### config.mk
export PLATFORM = sky130hd
export DESIGN_NAME = random_range_generator
export DESIGN_NICKNAME = d
export VERILOG_FILES = /design/src/rtl/random_range_generator.sv
export SDC_FILE = /design/constraint.sdc
export NUM_CORES = 1
export LEC_CHECK = 0
export BUFFER_PORTS_ARGS = -buffer_cell sky130_fd_sc_hd__buf_2
export CORE_ASPECT_RATIO = 0.6
export CORE_MARGIN = 8
export CORE_UTILIZATION = 55
export CTS_BUF_LIST = sky130_fd_sc_hd__clkbuf_8
export DETAILED_ROUTE_END_ITERATION = 12
export MAX_ROUTING_LAYER = met4
export PLACE_DENSITY = 0.8
export SYNTH_ARGS = -nofsm -noshare
export SYNTH_HDL_FRONTEND = slang
export SYNTH_SLANG_ARGS = --single-unit
### constraint.sdc
create_clock -name CLK -period 8.2 [get_ports CLK]
set_input_delay 0.41 -clock CLK [delete_from_list [all_inputs] [get_ports CLK]]
set_output_delay 0.41 -clock CLK [all_outputs]
set_load 0.01 [all_outputs]
### src/rtl/random_range_generator.sv
// Galois-LFSR random draw with rejection sampling into [0, LIMIT).
// Optional rejected-candidate counter is enabled by defining RANDOM_RANGE_STATS_EN.
module random_range_generator #(
  parameter int           N         = 16,
  parameter logic [N-1:0] TAPS      = 16'hB400,
  parameter int           MAX_TRIES = 4
) (
  input  logic         CLK,
  input  logic         RESET,
  input  logic [N-1:0] SEED,
  input  logic         SEED_LOAD,
  input  logic         REQ,
  input  logic [N-1:0] LIMIT,
  output logic         READY,
  output logic         VALID,
  output logic [N-1:0] RESULT,
  output logic [N-1:0] RAW,
  output logic [15:0]  REJECT_COUNT
);

  localparam int TW = $clog2(MAX_TRIES + 1);

  typedef enum logic {IDLE, DRAW} state_t;

  state_t          state, state_nxt;
  logic [N-1:0]    s, l, m;
  logic [TW-1:0]   tries;
  logic [N-1:0]    seed_fix, s_adv, lm1, m_new, cand, res_nxt;
  logic            accept, last_try, capture, done, rej;

  assign seed_fix = (SEED == '0) ? '1 : SEED;
  assign s_adv    = s[0] ? ((s >> 1) ^ TAPS) : (s >> 1);

  // Mask of ones from bit 0 up to the top set bit of LIMIT-1 (prefix-OR downward).
  assign lm1 = LIMIT - N'(1);
  always_comb begin
    m_new = lm1;
    for (int i = N - 2; i >= 0; i--) m_new[i] = m_new[i] | m_new[i+1];
  end

  assign cand     = s & m;
  assign accept   = (l == '0) || (cand < l);
  assign last_try = (tries == TW'(MAX_TRIES - 1));
  // Forced result after the final rejection: cand < 2L so cand-L < L.
  assign res_nxt  = accept ? cand : (cand - l);
  assign rej      = (state == DRAW) && !accept;
  assign READY    = (state == IDLE);
  assign RAW      = s;

  always_ff @(posedge CLK) begin
    if (RESET) state <= IDLE;
    else       state <= state_nxt;
  end

  always_comb begin
    state_nxt = state;
    capture   = 1'b0;
    done      = 1'b0;
    case (state)
      IDLE: if (REQ) begin
        capture   = 1'b1;
        state_nxt = DRAW;
      end
      DRAW: if (accept || last_try) begin
        done      = 1'b1;
        state_nxt = IDLE;
      end
      default: state_nxt = IDLE;
    endcase
  end

  always_ff @(posedge CLK) begin
    if (RESET) begin
      s      <= seed_fix;
      VALID  <= 1'b0;
      RESULT <= '0;
      l      <= '0;
      m      <= '0;
      tries  <= '0;
    end else begin
      s     <= SEED_LOAD ? seed_fix : s_adv;
      VALID <= done;
      if (done) RESULT <= res_nxt;
      if (capture) begin
        l     <= LIMIT;
        m     <= m_new;
        tries <= '0;
      end else if (rej) begin
        tries <= tries + TW'(1);
      end
    end
  end

`ifdef RANDOM_RANGE_STATS_EN
  logic [15:0] rcnt;
  always_ff @(posedge CLK) begin
    if (RESET)                         rcnt <= '0;
    else if (rej && rcnt != 16'hFFFF)  rcnt <= rcnt + 16'd1;
  end
  assign REJECT_COUNT = rcnt;
`else
  assign REJECT_COUNT = 16'h0000;
`endif

endmodule

# After elaboration in Yosys (flattened, before gate mapping)
# Cells that the tools add are included.
classes:
  n_bitwise: 18
  muxes: 11
  n_eq_ne: 1
  n_reduce_logical: 7
  n_addsub: 3
  magnitude_cmp: 1
ops:
  columns: ["cell", "count"]
  rows:
  - ["16-bit two-way mux", 5]
  - ["16-bit zero test", 2]
  - ["16-bit AND", 1]
  - ["16-bit less-than comparator", 1]
  - ["16-bit by 1-bit subtractor with 16-bit output (second input constant)", 1]
  - ["16-bit subtractor", 1]
  - ["1-bit bitwise OR", 15]
  - ["1-bit two-way mux", 5]
  - ["3-bit NOT with 4-bit output", 1]
  - ["3-bit by 1-bit adder with 3-bit output (second input constant)", 1]
  - ["3-bit by 2-bit equality test with 1-bit output (second input constant)", 1]
  - ["1-bit logical OR", 2]
  - ["1-bit one-hot mux with 2 select lines", 1]
  - ["2-bit OR reduction", 1]
  - ["1-bit logical AND", 1]
  - ["1-bit zero test", 1]
  - ["1-bit NOT", 1]
word_totals:
  inputBits: 36
  elab_cells: 48
  regBits: 69

# Logic depth before layout (Yosys ltp)
depth:
  word_depth: 16
  ltp_mapped: 13
  ltp_nobuf: 11

# Worst setup path after synthesis
# Ideal clock, no wire load.
synth_path:
  path_kind: "flip-flop to flip-flop"
  start: "reg s[0], in the netlist RAW[0]"
  end: "reg RESULT[0]"
  arrival_time_ps: 2934
  path_buffers: 2
  path_stages_with_launch: 13
  setup_ps: 86
  required_time_ps: 8114
  slack_ps: 5181
  path_cell_list: "dfxtp_1 clkbuf_1 nand2_1 ha_1 fa_1 nor2b_1 o31ai_1 a21oi_1 a21oi_1 a31oi_1 buf_2 mux2_1 a211oi_1"
synth_via:
  elab_chain_cells: 6
  elab_cells_between_ends: 8
  cone_classes: "add/sub: 1; order compare: 1; mux: 3; bitwise: 1; reduce/logical: 2"
synth_rtl:
  columns: ["element", "line_no", "text"]
  rows:
  - ["start, declared", "26", "logic [N-1:0] s, l, m;"]
  - ["start signal, assigned", "74", "s <= seed_fix;"]
  - ["start signal, assigned", "81", "s <= SEED_LOAD ? seed_fix : s_adv;"]
  - ["16-bit AND *", "41", "assign cand = s & m;"]
  - ["16-bit less-than comparator", "42", "assign accept = (l == '0) || (cand < l);"]
  - ["1-bit logical OR", "42", null]
  - ["1-bit logical OR", "64", "DRAW: if (accept || last_try) begin"]
  - ["1-bit two-way mux", "64", null]
  - ["1-bit two-way mux", "59", "case (state)"]
  - ["end signal, assigned", "83", "if (done) RESULT <= res_nxt;"]
  - ["end, declared", "16", "output logic [N-1:0] RESULT,"]
# Every way passes the cells marked *; elsewhere a longest branch is shown, timed or not.
# A chain may end at the register's enable or synchronous reset.

# Worst setup path in the final report
layout_path:
  start: "reg s[2], in the netlist RAW[2]"
  end: "reg RESULT[14]"
# Same word-level chain as after synthesis.

==> metrics.txt <==
outcome completed; GR Util met1 between 20 and 30%; layout cells sized above 1 ~17%; worst vdd ir ~0.13 mV; # port buffers slightly below 70; Worst Skew around 0.0058 ns; antenna cells 0; via count of the first global-routing pass about 3800; drc violations 0; Fmax achieved ~0.28 GHz; CTS tree yes; final wirelength ~11000 um; Hold Path End RAW[4]; reg2reg start RAW[2]; Crit path arrival time a little under 4 ns; Final Hold Fails 0; post-route ant nets 0; routability cong. 0.918; count leader, synth dfxtp_1; Die Area 10700 sq um; Post-CTS Setup Bufs 0; Die X 128 um; Post-synth ARST share 0%; warnings from Yosys 0; worst-path cell chain and2_1, ha_1, nor2b_1, o31ai_1, a21oi_1, a21oi_1, a31oi_2, a21oi_2, nor2_1, a311oi_1; Crit. End Element register; clock sink total between 60 and 70; RR Endpoint RESULT[14]; clk_lat worst skew about 0.36 ns; RSZ-0062 raised after global routing false; maximum clock path buffer count 2; top cell type's share of synthesized area 33.2%; syn_area_per_cell between 8 and 9 sq um; synthesized cell area 4160 sq um; Row Count 24; PD cells around 220 nW/um^2; cells after synthesis between 500 and 600; slowest cell delay on critical path 0.94 ns; flops & latches, synth 69; Req. time, crit path between 8 and 9 ns; Placed Area ~4500 sq um; cell taking the most area after synthesis dfxtp_1; Cell variety after synth 55; wire per inst about 17 um; worst min path class input pin to register; fin nets 621; Iter 0 DRT Violations 322; Slew @ Worst Pin 1.22 ns; largest cells by area after synthesis dfxtp_1 33%, ha_1 5.7%, nand2_1 4.7%, nor2_1 4.3%, a211oi_1 4.2%; design area about 4700 sq um; overall power 1.06 mW; most common library cells after synthesis 69 x dfxtp_1, 52 x nand2_1, 48 x nor2_1; cell repeated most along the worst path a21oi_1; core footprint 7300 sq um; hold_sp SEED[4]; register area share after synthesis 33.2%; first-pass GRT wire length between 15000 and 20000 um; GR met3 Demand/Resource about 5.5%; final worst path period need approximately 3.6 ns; CP Max Fanout 33; Reg clk slew, reported paths 0.07 ns; Most Crowded Layer GR met2; worst rel slew slack 18.3%; Overflow after GRT 0; Post-synth top flop dfxtp_1; Crit Path Class register to register; HPWL after DPL ~8600 um; Leak 1.91 nW; Root Driver clkbuf_8; Final Slew Violations 0; Final Setup Violations 0; routed vias/inst approximately 5.8; setup_tns 0 ns; GRT Util Overall between 20% and 30%; Reg2Reg Depth 10; Die Ht 83.4 um; Vias around 4000; CTS buffer count 9; EDFF count, synth 0; H-tree depth 3; # resized after CTS 0; CP max stage cell a21oi_2; largest net degree at the start of global routing 55; MaxCap Viol Count 0; Initial Utilization 57.0%; FF-to-FF setup slack 4.57 ns; DRT Pass-1 Iters 5; Filler cells around 670; Worst Hold Depth 2; Critical Path Source Type register; antenna violations before repair 0; io pins 86; cts hold-fix bufs 0; synthesis-to-layout area growth 13.3%; GR met2 Demand/Resource 32.6%; final worst path period share 44.3%
## flip-flops by register name (all words and copies together), names as in the netlist
register  count
l            16
RAW          16
RESULT       16
VALID         1
m            16
state         1
tries         3
## how the worst max path moves through the flow
stage                            end  depth (start not counted)  startpoint  slack [ns]
after detailed placement  RESULT[14]                         10      RAW[2]        4.71
after CTS                 RESULT[14]                         10      RAW[9]        4.63
after global routing      RESULT[14]                         11      RAW[0]        4.15
final                     RESULT[14]                         10      RAW[2]        4.57
after floorplan            RESULT[0]                         12      RAW[0]        5.18
after global placement    RESULT[14]                         10      RAW[2]        4.88
## routing by layer
layer / up-vias / part of all wire (%)
met2: 171 / 45
li1: 1908 / -
met3: 16 / 6.6
met5: - / 0
met4: 0 / 1.1
met1: 1818 / 47
## per-stage QoR
stage	utilization (%)	hold slack, ns	setup WS [ns]	cells
detailed placement	61.2	0.468	4.71	658
finish	64.6	0.270	4.57	673
global placement	61.2	0.463	4.88	658
CTS	64.6	0.256	4.63	673
global route	64.6	0.263	4.15	673
floorplan	-	0.448	5.18	529
## power breakdown
group	internal, mW	total (mW)	switching [mW]
clock	0.216	0.342	0.126
combinational	0.131	0.318	0.187
sequential	0.371	0.397	0.0261
## kinds of logic after synthesis
family | share of synthesized area (%)
buf+inv | 8.57
flops | 33.2
fa+ha+maj | 6.20
compound gates | 20.8
other cells | 0.0901
simple gates | 23.0
xor+xnor | 4.84
mux | 3.22
## layout make-up
cell class / instances / area (sq um) / share of cell area, %
Timing Repair Buffer: 72 / 368 / 7.80
Inverter: 26 / 97.6 / 2.07
Sequential cell: 69 / 1380 / 29.3
Clock inverter: 4 / 95.1 / 2.02
Tap cell: 104 / 130 / 2.76
Multi-Input combinational cell: 387 / 2490 / 52.8
Clock buffer: 11 / 151 / 3.21
## layout by cell type, fill, tap and decap left out, drive strengths merged, types with 11 or more instances in the layout
| cell type | count |
|---|---|
| buf | 72 |
| inv | 26 |
| a211oi | 23 |
| a21oi | 31 |
| nor3 | 24 |
| conb | 16 |
| dfxtp | 69 |
| nand2 | 52 |
| and2 | 13 |
| clkbuf | 11 |
| ha | 19 |
| o22a | 16 |
| nor4 | 12 |
| o21ai | 13 |
| xnor2 | 13 |
| nor2 | 48 |
## critical path, delay by kind of cell (launching register included)
kind / cells / cell delay, ns
and+or+nand+nor: 3 / 0.43
adders and majority gates: 1 / 0.33
AOI/OAI and AO/OA: 6 / 2.45
DFF: 1 / 0.32
Note: power is estimated with default switching activity, not from simulation.
